**src/rtl/inst_fetch_unit_pkg.sv**
```systemverilog
// Shared widths, fetch FSM encodings and word-address helpers for the fetch stage.
// Addresses are byte addresses; everything downstream compares 30-bit word numbers.
package inst_fetch_unit_pkg;

    localparam int INST_W = 32;
    localparam int ADDR_W = 32;
    localparam int WORD_W = ADDR_W - 2;

    localparam logic [0:0] IFETCH_IDLE = 1'b0;
    localparam logic [0:0] IFETCH_WAIT = 1'b1;

    typedef logic [WORD_W-1:0] word_t;

    function automatic word_t word_of(input logic [ADDR_W-1:0] addr);
        return addr[ADDR_W-1:2];
    endfunction

    function automatic logic [ADDR_W-1:0] word_addr(input word_t w);
        return {w, 2'b00};
    endfunction

endpackage

```
**src/rtl/fetch_buf.sv**
```systemverilog
// Single-entry tagged instruction buffer; combinational hit against the current PC word.
// Write wins over clear in the same cycle; no backpressure, always accepts.
module fetch_buf
    import inst_fetch_unit_pkg::*;
#(
    parameter logic [WORD_W-1:0] RESET_WORD = '0
) (
    input  logic              clk,
    input  logic              rst,
    input  logic [WORD_W-1:0] pc_word,
    input  logic              wr_en,
    input  logic [WORD_W-1:0] wr_word,
    input  logic [INST_W-1:0] wr_data,
    input  logic              clr,
    output logic              hit,
    output logic [INST_W-1:0] data
);

    logic              buf_v;
    logic [WORD_W-1:0] buf_tag;
    logic [INST_W-1:0] buf_data;

    always_ff @(posedge clk) begin
        if (rst) begin
            buf_v    <= 1'b0;
            buf_tag  <= RESET_WORD;
            buf_data <= '0;
        end else if (wr_en) begin
            buf_v    <= 1'b1;
            buf_tag  <= wr_word;
            buf_data <= wr_data;
        end else if (clr) begin
            buf_v    <= 1'b0;
        end
    end

    assign hit  = buf_v & (buf_tag == pc_word);
    assign data = buf_data;

endmodule

```
**src/rtl/inst_fetch_unit.sv**
```systemverilog
// Fetch stage: PC -> req/ack instruction memory with PC+4 prefetch and a one-entry hold buffer.
// Miss seen in t -> im_req in t+1, bypass delivery on ack; hold keeps the response buffered.
module inst_fetch_unit
    import inst_fetch_unit_pkg::*;
#(
    parameter logic [ADDR_W-1:0] RESET_TAG = 32'h0000_0000
) (
    input  logic              clk,
    input  logic              rst,
    input  logic [ADDR_W-1:0] pc,
    input  logic              hold,
    output logic [INST_W-1:0] inst,
    output logic              inst_valid,
    output logic              pc_ena,
    output logic              im_req,
    output logic [ADDR_W-1:0] im_addr,
    input  logic              im_ack,
    input  logic [INST_W-1:0] im_rdata,
    output logic [31:0]       fetch_count,
    output logic [31:0]       stall_count
);

    logic [0:0]  state;
    word_t       req_word;
    word_t       pc_word;
    logic        out_v;
    logic        buf_hit;
    logic [INST_W-1:0] buf_data;
    logic        byp_hit;
    logic        store;
    logic        store_match;
    logic        clr;
    logic        free;
    logic        issue_pf;
    logic        issue_dm;
    logic        pc_lsb_unused;

    assign pc_word       = word_of(pc);
    assign pc_lsb_unused = ^pc[1:0];
    assign out_v         = (state == IFETCH_WAIT);
    assign im_req        = out_v;
    assign im_addr       = word_addr(req_word);

    assign byp_hit    = out_v & im_ack & (req_word == pc_word);
    assign inst_valid = buf_hit | byp_hit;
    assign inst       = buf_hit ? buf_data : (byp_hit ? im_rdata : '0);
    assign pc_ena     = inst_valid & ~hold;

    // A bypassed response is only dropped when it is what the core actually took.
    assign store       = out_v & im_ack & ~(byp_hit & pc_ena & ~buf_hit);
    assign store_match = store & (req_word == pc_word);
    assign clr         = pc_ena & buf_hit;

    assign free     = ~out_v | im_ack;
    assign issue_pf = free & pc_ena;
    assign issue_dm = free & ~pc_ena & ~inst_valid & ~store_match;

    fetch_buf #(
        .RESET_WORD (RESET_TAG[ADDR_W-1:2])
    ) u_fetch_buf (
        .clk     (clk),
        .rst     (rst),
        .pc_word (pc_word),
        .wr_en   (store),
        .wr_word (req_word),
        .wr_data (im_rdata),
        .clr     (clr),
        .hit     (buf_hit),
        .data    (buf_data)
    );

    always_ff @(posedge clk) begin
        if (rst) begin
            state    <= IFETCH_IDLE;
            req_word <= '0;
        end else if (issue_pf) begin
            state    <= IFETCH_WAIT;
            req_word <= pc_word + word_t'(1);
        end else if (issue_dm) begin
            state    <= IFETCH_WAIT;
            req_word <= pc_word;
        end else if (im_ack) begin
            state    <= IFETCH_IDLE;
        end
    end

    always_ff @(posedge clk) begin
        if (rst) begin
            fetch_count <= '0;
            stall_count <= '0;
        end else begin
            if (pc_ena)
                fetch_count <= fetch_count + 32'd1;
            if (~inst_valid & ~hold)
                stall_count <= stall_count + 32'd1;
        end
    end

endmodule
```
**config.mk**
```make
export PLATFORM = sky130hd
export DESIGN_NAME = inst_fetch_unit
export DESIGN_NICKNAME = d
export VERILOG_FILES = /design/src/rtl/inst_fetch_unit_pkg.sv /design/src/rtl/fetch_buf.sv /design/src/rtl/inst_fetch_unit.sv
export SDC_FILE = /design/constraint.sdc
export NUM_CORES = 1
export LEC_CHECK = 0
export ABC_AREA = 1
export BUFFER_PORTS_ARGS = -buffer_cell sky130_fd_sc_hd__buf_2
export CORE_MARGIN = 1
export CORE_UTILIZATION = 44
export DETAILED_ROUTE_END_ITERATION = 12
export PLACE_DENSITY = 0.66
export SYNTH_ARGS = -nofsm -noshare
export SYNTH_HDL_FRONTEND = slang
export SYNTH_SLANG_ARGS = --single-unit
```
**constraint.sdc**
```tcl
create_clock -name clk -period 4 [get_ports clk]
set_input_delay 0.2 -clock clk [delete_from_list [all_inputs] [get_ports clk]]
set_output_delay 0.2 -clock clk [all_outputs]
set_load 0.05 [all_outputs]
```
==> Word level (Yosys, flattened, before mapping) <==
Index checks and enable logic that the tools add are counted.
W data, S select, Z words.
{ "totals": {"n_memories": 0, "output_inout_bits": 131, "ff_bits": 158, "ram_bits": 0, "romBits": 0, "elab_cells": 47, "latchBits": 0, "inputBits": 68} }
{ "op_classes": {"n_mul": 0, "eq_ne": 2, "add_sub_neg": 3, "n_div": 0, "magnitude_cmp": 0, "n_mux": 9, "n_bitwise": 23, "n_reduce_logical": 3, "shifts": 0} }
{ "op_table": {"columns": ["cell", "n"], "rows": [
  ["$add A32 B1 Y32 const B", 2],
  ["$mux W32", 2],
  ["$eq A30 B30 Y1", 2],
  ["$mux W30", 2],
  ["$add A30 B1 Y30 const B", 1],
  ["$and A1 B1 Y1", 14],
  ["$not A1 Y1", 7],
  ["$mux W1", 5],
  ["$reduce_bool A2 Y1", 2],
  ["$reduce_bool A3 Y1", 1],
  ["$or A1 B1 Y1", 2]
]} }

==> Longest topological paths before layout <==
{ "depth": {"depth_word": 13, "ltp_mapped": 17, "mapped_depth_nobuf": 15} }

==> By module <==
A second synthesis with hierarchy kept.
{ "hier_totals": {"hier_cells": 1564, "area_unflattened_um2": 9838.2} }
{ "modules_own_cells": {"columns": ["module", "cells_per_inst", "n_inst", "seq_area_each_um2", "area_per_inst_um2"], "rows": [
  ["inst_fetch_unit", 1155, 1, 1901.8, 6960.4],
  ["fetch_buf", 409, 1, 1261.2, 2877.8]
]} }

==> Least setup slack after synthesis <==
Ideal clock, no wire load.
{ "synth_timing": {"kind": "reg-to-output", "startpoint": "register state (netlist: im_req)", "endpoint": "output inst[10]", "path_stages_with_launch": 12, "setup_slack_ns": 1.605, "arrival_ns": 2.195, "t_required_ns": 3.800, "n_path_buf": 1, "path_cell_list": "dfxtp_1 nand2_1 inv_1 nand4_1 nor2_1 nand2_1 nor2_2 nand2_4 inv_4 clkbuf_1 nand3_1 nand2_1"} }
{ "synth_via": {"elab_chain_len": 4} }
{ "synth_rtl": {"columns": ["element", "line", "source"], "rows": [
  ["start, declared", "inst_fetch_unit.sv:23", "logic [0:0] state;"],
  ["start signal, assigned", "inst_fetch_unit.sv:74", "state <= IFETCH_IDLE;"],
  ["start signal, assigned", "inst_fetch_unit.sv:77", "state <= IFETCH_WAIT;"],
  ["start signal, assigned", "inst_fetch_unit.sv:80", "state <= IFETCH_WAIT;"],
  ["$and A1 B1 Y1 (2 in a row)", "inst_fetch_unit.sv:44", "assign byp_hit = out_v & im_ack & (req_word == pc_word);"],
  ["$mux W32 (2 in a row)", "inst_fetch_unit.sv:46", "assign inst = buf_hit ? buf_data : (byp_hit ? im_rdata : '0);"],
  ["end, declared", "inst_fetch_unit.sv:12", "output logic [INST_W-1:0] inst,"]
]} }
Every way passes these cells.

==> Worst setup path after layout <==
{ "layout_timing": {"startpoint": "register u_fetch_buf.buf_tag[21]", "endpoint": "output inst[11]"} }
{ "layout_via": {"elab_chain_len": 3} }
{ "layout_rtl": {"columns": ["element", "line", "source"], "rows": [
  ["start, declared", "fetch_buf.sv:20", "logic [WORD_W-1:0] buf_tag;"],
  ["start signal, assigned", "fetch_buf.sv:30", "buf_tag <= wr_word;"],
  ["$eq A30 B30 Y1", "fetch_buf.sv:37", "assign hit = buf_v & (buf_tag == pc_word);"],
  ["$and A1 B1 Y1", "fetch_buf.sv:37", null],
  ["$mux W32", "inst_fetch_unit.sv:46", null]
]} }
Every way passes these cells.

==> impl_metrics.ini <==
[logic_synthesis]
synthAdderAreaFrac_pct = 0.359
synth_compound_area_share_pct = 8.81
ys_top_cells_by_count = 502 x nand2_1, 238 x nor2_1, 158 x dfxtp_1, 150 x inv_1, 95 x nand3_1
ys.flop_type = dfxtp_1
synth_top_area_share_pct = 30.2
syn_area_um2 = 10500
synthMuxAreaShare_pct = 0
synth_area_leaders = dfxtp_1 30%, nand2_1 18%, nor2_1 8.5%
synth-xor-area-share_pct = 9.96
synth-simple-area-share_pct = 39.4
synthArstFlopShare_pct = 0
ys_types = 37
synthCells = 1673
ys_seq_area_share_pct = 30.2
synth_top_family_by_area = simple AND/OR/NAND/NOR gates
synth.most_common_cell = nand2_1
synth_top_cell_by_area = dfxtp_1
synth-edff-count = 0
synth_area_per_cell_um2 = 6.25
yosys_warnings = 0
synth_seq_cells = 158

[cells_and_area]
utilization_pct = 51.1
seqCellArea_um2 = 3160
multi_input_area_um2 = 6130
fin_nets = 1877
synthToLayoutAreaGrowth_pct = 14.2
drive_gt1_share_pct = 15.6
fillers = 2514

[detailed_routing]
drc = 0
totalWireLength_um = 33700
ant_nets = 0
firstDrtPassIters = 5
wl_per_cell_um = 15.7
drt_iter0_drc = 878
vias = 10900
viasPerCell = 5.12

[setup_path]
cp.arrival_ps = 3010
critical_path.max_stage_delay_ps = 520
cpMaxStageDelayCell = inv_1
critPathCapture = inst[11]
required_ps = 3800
critPathLaunchType = flop
end_kind = output pin
setup.worst_path.start = u_fetch_buf.buf_tag[21]
rr_worst_depth = 12
r2r_setup_slack_ps = 1040
path_max_fanout = 19
r2r_start = req_word[0]
cp.depth = 11
crit_type = flop to output pin
crit_chain = xnor2_1, nand2_1, nor2_1, nand2_1, nor2_1, nand2_2, inv_1, buf_4, nand2_1, nand2_1, buf_2
crit_family = buffers and inverters
path_common_cell = nand2_1
crit_buf_inv = 3
r2r_end = u_fetch_buf.buf_tag[27]

[clock_network]
cts_sinks = 158
cts-root-buf = clkbuf_16
clk_latency_ps = 430
cts_hold_buf = 0
ctsResizeCount = 0
cts_buffer_depth = 2
post_cts_buffers = 0
cts_buffers = 17
clk_pin_slew_ps = 70
htree_levels = 4
cts_tree = yes

[die]
num_io_pins = 199
row_count = 56
core_area_um2 = 23400
dieArea_um2 = 24400
die_y_um = 156
floorplan.initialDensity_pct = 44.7
die_w_um = 156

[grt]
track_usage_pct = 27.7
grt_overflow_total = 0
grt_pass1_vias = 9757
antenna_found_initial = 1
grt_first_pass_wirelength_um = 52900
grt_max_degree = 83

[sta]
rsz0062_at_grt = false
finalCritPeriodShare_pct = 80.4
max_freq_mhz = 311
hold_viol = 0
finalSetupViolCount = 0
period_needed_ps = 3210
final_max_slew_viol_count = 0
setup_tns_ps = 0
skew_ps = 18.3
worst_pin_slew_ps = 1230
relSlewSlack_pct = 17.6

[worst_hold_path]
hold_class = input pin to flop
hp-start = im_rdata[21]

[place]
port_buffers = 194
place_congestion = 0.999
hpwl_um = 24300

[pwr]
vdd_drop_max_mv = 0.256
p_sw_share_pct = 30.6
p_leak_nw = 5.55
power_density_nw_per_um2 = 333
seq_power_share_pct = 42.8
p_int_w = 0.00276
p_comb_share_pct = 15.2
p_sw_w = 0.00122
power.share.clock_pct = 42.0

[run]
drv_cap = 0

[status]
outcome = finished, final reports clean
[cell type report]
type | instances | area share [%]
sequential | 158 | 26.5
timing repair buffer | 203 | 8.71
inverter | 165 | 5.23
tap | 319 | 3.34
multi-input combinational | 1261 | 51.3
clock buffer | 19 | 3.62
antenna | 1 | 0.0209
clock inverter | 13 | 1.30
[worst min path at each step]
| stage | to | slack [ps] | cells past startpoint |
|---|---|---|---|
| after detailed placement | u_fetch_buf.data[17] | 460 | 3 |
| after global placement | u_fetch_buf.data[21] | 450 | 3 |
| after floorplan | u_fetch_buf.data[18] | 350 | 2 |
| final | u_fetch_buf.data[21] | 20 | 3 |
| after global routing | u_fetch_buf.data[21] | 20 | 3 |
| after CTS | u_fetch_buf.data[21] | 10 | 3 |
[per-layer routing]
layer	routed length, µm	track usage (%)	vias up
met2	14900	43.6	382
met5	0	0	-
li1	-	-	5542
met4	413	6.07	0
met1	15900	39.0	4993
met3	2490	4.97	25
[power by group through the flow]
| stage | registers (W) | logic [W] | clock network (W) |
|---|---|---|---|
| floorplan | 0.00180 | 0.000373 | 0 |
| global placement | 0.00173 | 0.000593 | 0 |
| detailed placement | 0.00174 | 0.000598 | 0 |
| CTS | 0.00170 | 0.000600 | 0.00170 |
| global route | 0.00171 | 0.000666 | 0.00177 |
| finish | 0.00170 | 0.000605 | 0.00167 |
[kinds of logic after synthesis]
family	Yosys count
flops	158
simple gates	970
xor+xnor	119
compound gates	167
fa+ha+maj	3
other cells	1
buf+inv	255
[flip-flops by register name, indices dropped and copies added, names as in the netlist]
| name | count |
|---|---|
| fetch_count | 32 |
| im_req | 1 |
| req_word | 30 |
| stall_count | 32 |
| u_fetch_buf.buf_tag | 30 |
| u_fetch_buf.buf_v | 1 |
| u_fetch_buf.data | 32 |
[layout by cell type, fill, tap and decap left out, types with 17 or more instances in the layout]
master     count
xnor2_1       56
nand4_1       56
nand2_1      502
xor2_1        63
a21oi_2       21
o21ai_0       60
a21oi_1       71
nor2_1       238
buf_2        193
nor3_1        46
clkbuf_16     17
dfxtp_1      158
inv_1        149
nand3_1       95
[worst min-delay path, stage by stage]
cell,delay (ps)
buf_2,90
o21ai_1,60
nor2_1,70
[through the flow]
step / cells / power (W) / hold WS (ps) / area, µm² / setup slack [ps]
5_1_grt: 2139 / 0.00415 / 20.5 / 11900 / 572
3_5_place_dp: 2106 / 0.00233 / 464 / 11400 / 1040
6_report: 2139 / 0.00397 / 23.0 / 11900 / 786
4_1_cts: 2138 / 0.00400 / 12.6 / 11900 / 810
2_1_floorplan: 1674 / 0.00218 / 346 / 10500 / 1610
3_3_place_gp: 2106 / 0.00233 / 451 / 11400 / 1070
Power figures use the tool's default switching activity.
